## config.mk

```make
export PLATFORM = sky130hd
export DESIGN_NAME = fp32_div
export DESIGN_NICKNAME = d
export VERILOG_FILES = /design/src/rtl/fp32_pkg.sv /design/src/rtl/fp32_lzc24.sv /design/src/rtl/fp32_div.sv
export SDC_FILE = /design/constraint.sdc
export NUM_CORES = 1
export LEC_CHECK = 0
export ABC_AREA = 0
export CORE_MARGIN = 1
export CORE_UTILIZATION = 50
export CTS_CLUSTER_DIAMETER = 120
export DETAILED_ROUTE_END_ITERATION = 7
export PLACE_DENSITY = 0.77
export SLEW_MARGIN = 20
export SYNTH_ARGS = -nofsm -noshare
export SYNTH_HDL_FRONTEND = slang
export SYNTH_SLANG_ARGS = --single-unit
export TNS_END_PERCENT = 5
```

## constraint.sdc

```tcl
create_clock -name clk -period 10.01 [get_ports clk]
set_input_delay 2.002 -clock clk [delete_from_list [all_inputs] [get_ports clk]]
set_output_delay 2.002 -clock clk [all_outputs]
set_load 0.02 [all_outputs]
```

## src/rtl/fp32_pkg.sv

```systemverilog
// Shared FP32 arithmetic definitions used by the FP32 multiplier and divider.
// Contents:
//   - IEEE-754 single-precision field constants
//   - fp32_unpacked_t : sign, signed 10-bit effective exponent, 24-bit mantissa
//   - div_state_t     : divider FSM states
//   - helpers to unpack an operand and to apply a leading-zero normalization
package fp32_pkg;

    localparam int EXP_BIAS = 127;
    localparam int EXP_MAX  = 255;
    localparam int FRAC_W   = 23;
    localparam int MANT_W   = 24;

    typedef struct packed {
        logic                sign;
        logic signed [9:0]   exp;
        logic [MANT_W-1:0]   mant;
    } fp32_unpacked_t;

    typedef enum logic [2:0] {
        IDLE,
        NORM,
        DIV,
        PACK,
        DONE
    } div_state_t;

    // Subnormals are read as exponent 1 with a hidden bit of 0.
    function automatic fp32_unpacked_t fp32_unpack(input logic [31:0] x);
        fp32_unpacked_t r;
        r.sign = x[31];
        r.exp  = (x[30:23] == 8'd0) ? 10'sd1 : $signed({2'b00, x[30:23]});
        r.mant = {x[30:23] != 8'd0, x[FRAC_W-1:0]};
        return r;
    endfunction

    function automatic logic fp32_is_zero(input logic [31:0] x);
        return x[30:0] == 31'd0;
    endfunction

    // Shift the mantissa left so its MSB is set and compensate the exponent.
    function automatic fp32_unpacked_t fp32_normalize(input fp32_unpacked_t op,
                                                      input logic [4:0] lz);
        fp32_unpacked_t r;
        r      = op;
        r.mant = op.mant << lz;
        r.exp  = op.exp - $signed({5'd0, lz});
        return r;
    endfunction

endpackage

```

## src/rtl/fp32_lzc24.sv

```systemverilog
// Combinational 24-bit leading-zero counter.
// Ports:
//   value : 24-bit input word
//   count : number of leading zeros above the highest set bit (24 if value==0)
module fp32_lzc24 (
    input  logic [23:0] value,
    output logic [4:0]  count
);

    // Scanning upward lets the highest set bit win.
    always_comb begin
        count = 5'd24;
        for (int i = 0; i < 24; i++) begin
            if (value[i]) begin
                count = 5'(23 - i);
            end
        end
    end

endmodule

```

## src/rtl/fp32_div.sv

```systemverilog
// Iterative FP32 divider, y = a / b, restoring division with one quotient bit
// per cycle. Subnormal inputs are normalized first; the result is truncated.
// Ports:
//   clk, rst            : clock and synchronous active-high reset
//   in_valid / in_ready : operand handshake (in_ready high only when idle)
//   a, b                : dividend and divisor, FP32
//   out_valid/out_ready : result handshake; result held until accepted
//   y                   : quotient, FP32
//   overflow            : exponent saturated high or divide-by-zero
//   underflow           : exponent at or below zero, y flushed to signed zero
//   div_by_zero         : b is zero and a is nonzero
module fp32_div
    import fp32_pkg::*;
(
    input  logic        clk,
    input  logic        rst,
    input  logic        in_valid,
    output logic        in_ready,
    input  logic [31:0] a,
    input  logic [31:0] b,
    output logic        out_valid,
    input  logic        out_ready,
    output logic [31:0] y,
    output logic        overflow,
    output logic        underflow,
    output logic        div_by_zero
);

    localparam logic signed [9:0] BIAS_HI = 10'(EXP_BIAS);
    localparam logic signed [9:0] BIAS_LO = 10'(EXP_BIAS - 1);
    localparam logic signed [9:0] EXP_SAT = 10'(EXP_MAX);

    div_state_t state_reg, state_next;

    // Index 0 is the dividend, index 1 the divisor.
    logic [1:0][31:0]          operand;
    fp32_unpacked_t [1:0]      in_op;
    fp32_unpacked_t [1:0]      op_reg;
    fp32_unpacked_t [1:0]      norm_op;
    logic [1:0][4:0]           lz;

    logic [25:0] rem_reg;
    logic [25:0] quo_reg;
    logic [4:0]  cnt_reg;

    logic [31:0] y_reg;
    logic        overflow_reg;
    logic        underflow_reg;
    logic        div_by_zero_reg;

    assign operand = {b, a};

    genvar gi;
    generate
        for (gi = 0; gi < 2; gi++) begin : g_operand
            assign in_op[gi] = fp32_unpack(operand[gi]);

            fp32_lzc24 u_lzc (
                .value (op_reg[gi].mant),
                .count (lz[gi])
            );

            assign norm_op[gi] = fp32_normalize(op_reg[gi], lz[gi]);
        end
    endgenerate

    logic a_zero;
    logic b_zero;
    logic sign_in;
    assign a_zero  = fp32_is_zero(a);
    assign b_zero  = fp32_is_zero(b);
    assign sign_in = a[31] ^ b[31];

    // One restoring step: subtract the divisor when it fits, then shift.
    // The remainder stays below 2*mb so 26 bits are always enough.
    logic [25:0] divisor;
    logic        q_bit;
    logic [25:0] rem_next;
    assign divisor  = {2'b00, op_reg[1].mant};
    assign q_bit    = rem_reg >= divisor;
    assign rem_next = (q_bit ? (rem_reg - divisor) : rem_reg) << 1;

    // Pack: a quotient in [1,2) carries its leading one at bit 25.
    logic signed [9:0] e_res;
    logic [22:0]       frac_res;
    logic              sign_res;
    assign e_res    = op_reg[0].exp - op_reg[1].exp + (quo_reg[25] ? BIAS_HI : BIAS_LO);
    assign frac_res = quo_reg[25] ? quo_reg[24:2] : quo_reg[23:1];
    assign sign_res = op_reg[0].sign ^ op_reg[1].sign;

    // FSM state register
    always_ff @(posedge clk) begin
        if (rst) begin
            state_reg <= IDLE;
        end else begin
            state_reg <= state_next;
        end
    end

    // FSM next-state logic
    always_comb begin
        state_next = state_reg;
        case (state_reg)
            IDLE: begin
                if (in_valid) begin
                    state_next = (a_zero || b_zero) ? DONE : NORM;
                end
            end
            NORM: state_next = DIV;
            DIV: begin
                if (cnt_reg == 5'd0) begin
                    state_next = PACK;
                end
            end
            PACK: state_next = DONE;
            DONE: begin
                if (out_ready) begin
                    state_next = IDLE;
                end
            end
            default: state_next = IDLE;
        endcase
    end

    // Datapath
    always_ff @(posedge clk) begin
        if (rst) begin
            op_reg          <= '0;
            rem_reg         <= '0;
            quo_reg         <= '0;
            cnt_reg         <= '0;
            y_reg           <= '0;
            overflow_reg    <= 1'b0;
            underflow_reg   <= 1'b0;
            div_by_zero_reg <= 1'b0;
        end else begin
            case (state_reg)
                IDLE: begin
                    if (in_valid) begin
                        op_reg <= in_op;
                        if (b_zero && !a_zero) begin
                            y_reg           <= {sign_in, 8'hFF, 23'd0};
                            overflow_reg    <= 1'b1;
                            underflow_reg   <= 1'b0;
                            div_by_zero_reg <= 1'b1;
                        end else if (a_zero) begin
                            y_reg           <= {sign_in, 31'd0};
                            overflow_reg    <= 1'b0;
                            underflow_reg   <= 1'b0;
                            div_by_zero_reg <= 1'b0;
                        end
                    end
                end
                NORM: begin
                    op_reg  <= norm_op;
                    rem_reg <= {2'b00, norm_op[0].mant};
                    quo_reg <= '0;
                    cnt_reg <= 5'd25;
                end
                DIV: begin
                    rem_reg <= rem_next;
                    quo_reg <= {quo_reg[24:0], q_bit};
                    cnt_reg <= cnt_reg - 5'd1;
                end
                PACK: begin
                    div_by_zero_reg <= 1'b0;
                    if (e_res >= EXP_SAT) begin
                        y_reg         <= {sign_res, 8'hFF, 23'd0};
                        overflow_reg  <= 1'b1;
                        underflow_reg <= 1'b0;
                    end else if (e_res <= 10'sd0) begin
                        y_reg         <= {sign_res, 31'd0};
                        overflow_reg  <= 1'b0;
                        underflow_reg <= 1'b1;
                    end else begin
                        y_reg         <= {sign_res, e_res[7:0], frac_res};
                        overflow_reg  <= 1'b0;
                        underflow_reg <= 1'b0;
                    end
                end
                default: ;
            endcase
        end
    end

    assign in_ready    = (state_reg == IDLE);
    assign out_valid   = (state_reg == DONE);
    assign y           = y_reg;
    assign overflow    = overflow_reg;
    assign underflow   = underflow_reg;
    assign div_by_zero = div_by_zero_reg;

endmodule

```

Word level (Yosys, flattened, before mapping)
Index checks and enable logic that the tools add are counted.
{ "word_totals": {"regBits": 165, "inputBits": 68, "out_inout_bits": 37, "wordCells": 134} }
{ "classes": {"n_addsub": 6, "n_lt_le_gt_ge": 3, "eq_ne": 8, "shift": 2, "muxes": 80, "n_bitwise": 3, "n_reduce_logical": 18} }
{ "ops": {"columns": ["op", "n"], "rows": [
  ["5-bit 2-to-1 mux", 32],
  ["70-bit one-hot mux with 2 select lines", 1],
  ["26-bit one-hot mux with 2 select lines", 2],
  ["32-bit 2-to-1 mux", 3],
  ["70-bit 2-to-1 mux", 1],
  ["4-bit 2-to-1 mux", 16],
  ["32-bit one-hot mux with 2 select lines", 1],
  ["31-bit zero test", 2],
  ["31-bit 2-to-1 mux", 2],
  ["24-bit by 5-bit << shifter with 24-bit output", 2],
  ["26-bit by 24-bit greater-or-equal comparator with 1-bit output", 1],
  ["25-bit 2-to-1 mux", 1],
  ["25-bit by 24-bit subtractor with 25-bit output", 1],
  ["23-bit 2-to-1 mux", 1],
  ["10-bit by 6-bit subtractor with 10-bit output", 2],
  ["8-bit zero test", 2],
  ["8-bit 2-to-1 mux", 2],
  ["8-bit nonzero test", 2],
  ["3-bit one-hot mux with 5 select lines", 1],
  ["3-bit 2-to-1 mux", 4],
  ["10-bit by 8-bit adder with 10-bit output", 1],
  ["10-bit by 9-bit greater-or-equal comparator with 1-bit output (second input constant)", 1],
  ["10-bit by 1-bit <= comparator with 1-bit output (second input constant)", 1],
  ["5-bit one-hot mux with 2 select lines", 1],
  ["other kinds (20)", 37]
]} }

Logic depth before layout (Yosys ltp)
{ "logic_depth": {"word_depth": 26, "mapped_depth": 17, "depth_no_buf": 15} }

Cells and area by module
Synthesis repeated with hierarchy kept, for this count alone.
{ "hier_totals": {"hier_cells": 1511, "hier_area_um2": 11931.4} }
{ "modules_own_cells": {"columns": ["mod", "instances", "cells_per_inst", "area_each_um2", "seq_area_each_um2"], "rows": [
  ["fp32_div", 1, 1415, 11400.9, 3303.2],
  ["fp32_lzc24", 2, 48, 265.3, 0.0]
]} }

Worst setup path after synthesis
OpenSTA, ideal clock, no wires.
{ "synth_timing": {"path_type": "reg2reg", "start": "reg quo_reg[25]", "end": "reg y_reg[10] (netlist: y[10])", "setup_time_ns": 0.074, "arrival_time_ns": 3.955, "required_ns": 9.936, "slack_ns": 5.980, "path_stages_with_launch": 18, "path_buffers": 3, "period_less_slack_ns": 4.030, "cell_sequence": "dfxtp_1 > clkbuf_1 > clkbuf_1 > inv_1 > ha_1 > inv_1 > ha_1 > fa_1 > a21o_1 > a21oi_1 > nor2b_1 > o21ai_0 > nor2b_1 > xnor2_1 > a41o_1 > or4b_1 > clkbuf_1 > o21ai_0"} }
{ "synth_via": {"elab_chain_len": 6, "elab_cells_between_ends": 8, "classes_between": "add/sub: 1; order compare: 2; mux: 5"} }
{ "synth_rtl": {"columns": ["element", "line_no", "text"], "rows": [
  ["from (decl)", "fp32_div.sv:43", "logic [25:0] quo_reg;"],
  ["from (signal assigned)", "fp32_div.sv:162", "quo_reg <= {quo_reg[24:0], q_bit};"],
  ["1-bit 2-to-1 mux", "fp32_div.sv:87", "assign e_res = op_reg[0].exp - op_reg[1].exp + (quo_reg[25] ? BIAS_HI : BIAS_LO);"],
  ["10-bit by 8-bit adder with 10-bit output", "fp32_div.sv:87", null],
  ["10-bit by 1-bit <= comparator with 1-bit output", "fp32_div.sv:171", "end else if (e_res <= 10'sd0) begin"],
  ["31-bit 2-to-1 mux", "fp32_div.sv:171", null],
  ["31-bit 2-to-1 mux (*)", "fp32_div.sv:167", "if (e_res >= EXP_SAT) begin"],
  ["32-bit one-hot mux with 2 select lines (*)", "fp32_div.sv:137", "case (state_reg)"],
  ["to (signal assigned)", "fp32_div.sv:142", "y_reg <= {sign_in, 8'hFF, 23'd0};"],
  ["to (signal assigned)", "fp32_div.sv:168", "y_reg <= {sign_res, 8'hFF, 23'd0};"],
  ["to (signal assigned)", "fp32_div.sv:172", "y_reg <= {sign_res, 31'd0};"],
  ["to (decl)", "fp32_div.sv:46", "logic [31:0] y_reg;"]
]} }
Mark *: on every way between the ends. The rest lies on a longest branch, timed or not.
A chain may end at the register's enable or synchronous reset.

Final worst setup path
{ "layout_timing": {"start": "reg op_reg[2] in the netlist's numbering", "end": "reg op_reg[33] in the netlist's numbering"} }
{ "layout_via": {"elab_chain_len": 24} }
{ "layout_rtl": {"columns": ["element", "line_no", "text"], "rows": [
  ["from (decl)", "fp32_div.sv:38", "fp32_unpacked_t [1:0] op_reg;"],
  ["from (signal assigned)", "fp32_div.sv:140", "op_reg <= in_op;"],
  ["from (signal assigned)", "fp32_div.sv:155", "op_reg <= norm_op;"],
  ["4-bit 2-to-1 mux (6 in a row)", "fp32_lzc24.sv:14", "if (value[i]) begin"],
  ["5-bit 2-to-1 mux (16 in a row)", "fp32_lzc24.sv:14", null],
  ["10-bit by 6-bit subtractor with 10-bit output", "fp32_pkg.sv:47", "r.exp = op.exp - $signed({5'd0, lz});"],
  ["70-bit one-hot mux with 2 select lines", "fp32_div.sv:137", null]
]} }
No other way between the ends. The select of a mux whose other input is x is not followed.

==> impl_results.md <==
- Area share of the largest cell type after synthesis: 27.6%
- Gpl congestion: 0.985
- Asr flop ratio synth: 0%
- Fin crit period: 4.67 ns
- Final core occ: 58.6%
- Via count: 12300
- Skew final: 0.0183 ns
- Worst EP arrival: 4.98 ns
- Tcrit/Tclk final: 46.6%
- Max H-tree Level: 4
- CTS clk-pin slew, worst paths: 0.08 ns
- Final setup violation count: 0
- Syn avg cell area: 7.57 um^2
- Synthesized instance count: 1582
- Fmax: 214 MHz
- Worst path max stage delay: 0.69 ns
- Multi-input gate area: 0.00793 mm^2
- Outcome: complete, no violations
- First-pass GRT wire length: 60.0 mm
- Largest net degree at the start of global routing: 89
- Metal3 WL: 3.31 mm
- Max Used Layer: met4
- Most area-hungry cell type in the Yosys netlist: dfxtp_1
- Rows: 56
- Met2 wire length: 16.6 mm
- Total negative slack: 0 ns
- Critical path endpoint category: register
- CTS tree: done
- Critical Path Fanout Max: 24
- Die area: 0.0246 mm^2
- Antenna diodes: 0
- Root Buffer: clkbuf_16
- Distinct cells, synth: 88
- Total Wirelength: 37.6 mm
- Share of layout cells above drive strength 1: 5.93%
- Area taken by flip-flops and latches: 0.00330 mm^2
- Post-DR wirelength/cell: 19.2 um
- First DRT Iteration DRCs: 1191
- # DRC: 0
- Area added between synthesis and finish: 14.8%
- DIE HEIGHT: 157 um
- IO Count: 105
- Reg2reg start: op_reg[2]
- Crit path from: op_reg[2]
- Synth warn: 0
- Die Wd: 157 um
- Fill count: 2172
- Max-Cap Viols: 0
- Post-CTS Hold Buffers: 0
- Slew margin rel.: 26.9%
- DRT antenna net count: 0
- Dominant cells by area after synthesis: dfxtp_1 28%, mux2i_1 6.6%, a21oi_1 6.1%
- WP data required: 10.33 ns
- Register bit total from synthesis: 165
- GRT Total Usage: 30.7%
- Least-Margin Pin Slew: 1.09 ns
- Hold Startpoint: op_reg[67]
- Ys flop type: dfxtp_1
- Vias per std cell: 6.31
- Hold WC Path Type: reg2reg
- Critical path cell sequence: nor4_1 -> o21ai_0 -> a31oi_1 -> o21a_1 -> inv_1 -> ha_1 -> nor2b_1 -> o21ai_0 -> a21boi_0 -> o21ai_0 -> nor3b_1 -> nand3b_1 -> nand3_1 -> o21a_1 -> nor2_1
- EDFF count, synth: 0
- DP Wirelength: 27.0 mm
- Cell Area, Synth: 0.0120 mm^2
- Post-Route M1 WL: 16.2 mm
- Gr ovfl total: 0
- # Post-CTS Setup Buffers: 0
- Initial antenna violation count: 0
- Final Hold Viols: 0
- Syn_nets: 1708
- Most used cell, CP: o21ai_0
- Clock latency at the later pin of the worst-skew pair: 0.45 ns
- Final #Nets: 1748
- Core Area: 0.0235 mm^2
- Vias in the first global route: 11500
- Max clock buf depth: 2
- CTS Buf Count: 17
- Hold slack final: 0.459 ns
- Initial Util: 51.0%
- RSZ-0062 raised after global routing: no
- Critical-path top delay cell: o21a_1
- PortBufs: 104
- Sink Count: 165
- Crit Path Class: reg2reg
- Largest register FFs: 44
- # resized after CTS: 0
- First-pass iteration count of the detailed router: 6
- Crit path launch type: register
- Fin. max-slew vios: 0
- Register area share after synthesis: 27.6%
==> worst paths after layout <==
check               end  slack [ns]  cells past startpoint
max          op_reg[33]        5.34                     15
max reg2reg  op_reg[33]        5.34                     15
min reg2reg  op_reg[67]        0.46                      2
min          op_reg[67]        0.46                      2
==> cell type report <==
type | count | share of cell area [%]
multi-input combinational | 1236 | 57.7
tap | 319 | 2.90
sequential | 165 | 24.0
clock inverter | 15 | 1.50
timing repair buffer | 120 | 8.43
inverter | 82 | 2.37
clock buffer | 17 | 3.10
==> synth_stat cells, drive strengths merged (10+ instances only) <==
| cell type | number |
|---|---|
| nor3 | 41 |
| nor2b | 20 |
| o21ai | 122 |
| a211oi | 50 |
| nor2 | 168 |
| xor2 | 14 |
| nand2b | 18 |
| dfxtp | 165 |
| nand2 | 159 |
| xnor2 | 17 |
| o211ai | 23 |
| a311oi | 11 |
| o221ai | 10 |
| nor4 | 31 |
| a22oi | 41 |
| a21o | 13 |
| ha | 54 |
| a221oi | 24 |
| a31oi | 18 |
| and2 | 11 |
| buf | 30 |
| nand3 | 28 |
| clkbuf | 69 |
| mux2i | 79 |
| inv | 81 |
| a21oi | 150 |
==> per-layer routing <==
layer	vias to the layer above	global-route usage, %
li1	5896	-
met1	5798	40.4
met2	549	47.9
met3	91	6.26
met4	0	14.3
met5	-	0
==> kinds of logic after synthesis <==
family | count (synthesis) | synth area share (%)
AO/OA/AOI/OAI | 531 | 29.3
AND/OR/NAND/NOR | 528 | 20.6
adder cells (fa/ha/maj) | 58 | 6.31
buffers and inverters | 181 | 6.40
XOR/XNOR | 31 | 2.27
flip-flops | 165 | 27.6
multiplexers | 88 | 7.57
==> per-stage QoR <==
step | area (um^2) | worst slack, ns | cells
after floorplan | 12000 | 5.98 | 1582
after global placement | 13100 | 5.18 | 1922
after detailed placement | 13100 | 5.06 | 1922
after CTS | 13700 | 5.45 | 1954
after global routing | 13700 | 4.98 | 1954
final | 13700 | 5.34 | 1954
==> layout by cell type, fill, tap and decap left out, types with 13 or more instances in the layout <==
cell / n
a211oi_1: 47
a21o_1: 13
a21oi_1: 146
a221oi_1: 21
a22oi_1: 41
a31oi_1: 17
buf_4: 17
clkbuf_16: 17
clkdlybuf4s50_1: 103
dfxtp_1: 165
ha_1: 54
inv_1: 79
mux2i_1: 79
nand2_1: 158
nand2b_1: 18
nand3_1: 28
nor2_1: 166
nor2b_1: 20
nor3_1: 38
nor4_1: 30
o211ai_1: 22
o21ai_0: 113
xnor2_1: 17
xor2_1: 14
==> worst max-delay path: cells and delay by family, from the launching register on <==
kind	cells	cell delay (ns)
adder cells (fa/ha/maj)	1	0.45
AND/OR/NAND/NOR	6	1.23
AO/OA/AOI/OAI	7	1.85
flip-flops	1	0.37
buffers and inverters	1	0.61
Power is not shown: default switching activity piles up to over one toggle a cycle in this logic, so the estimate is an artifact.
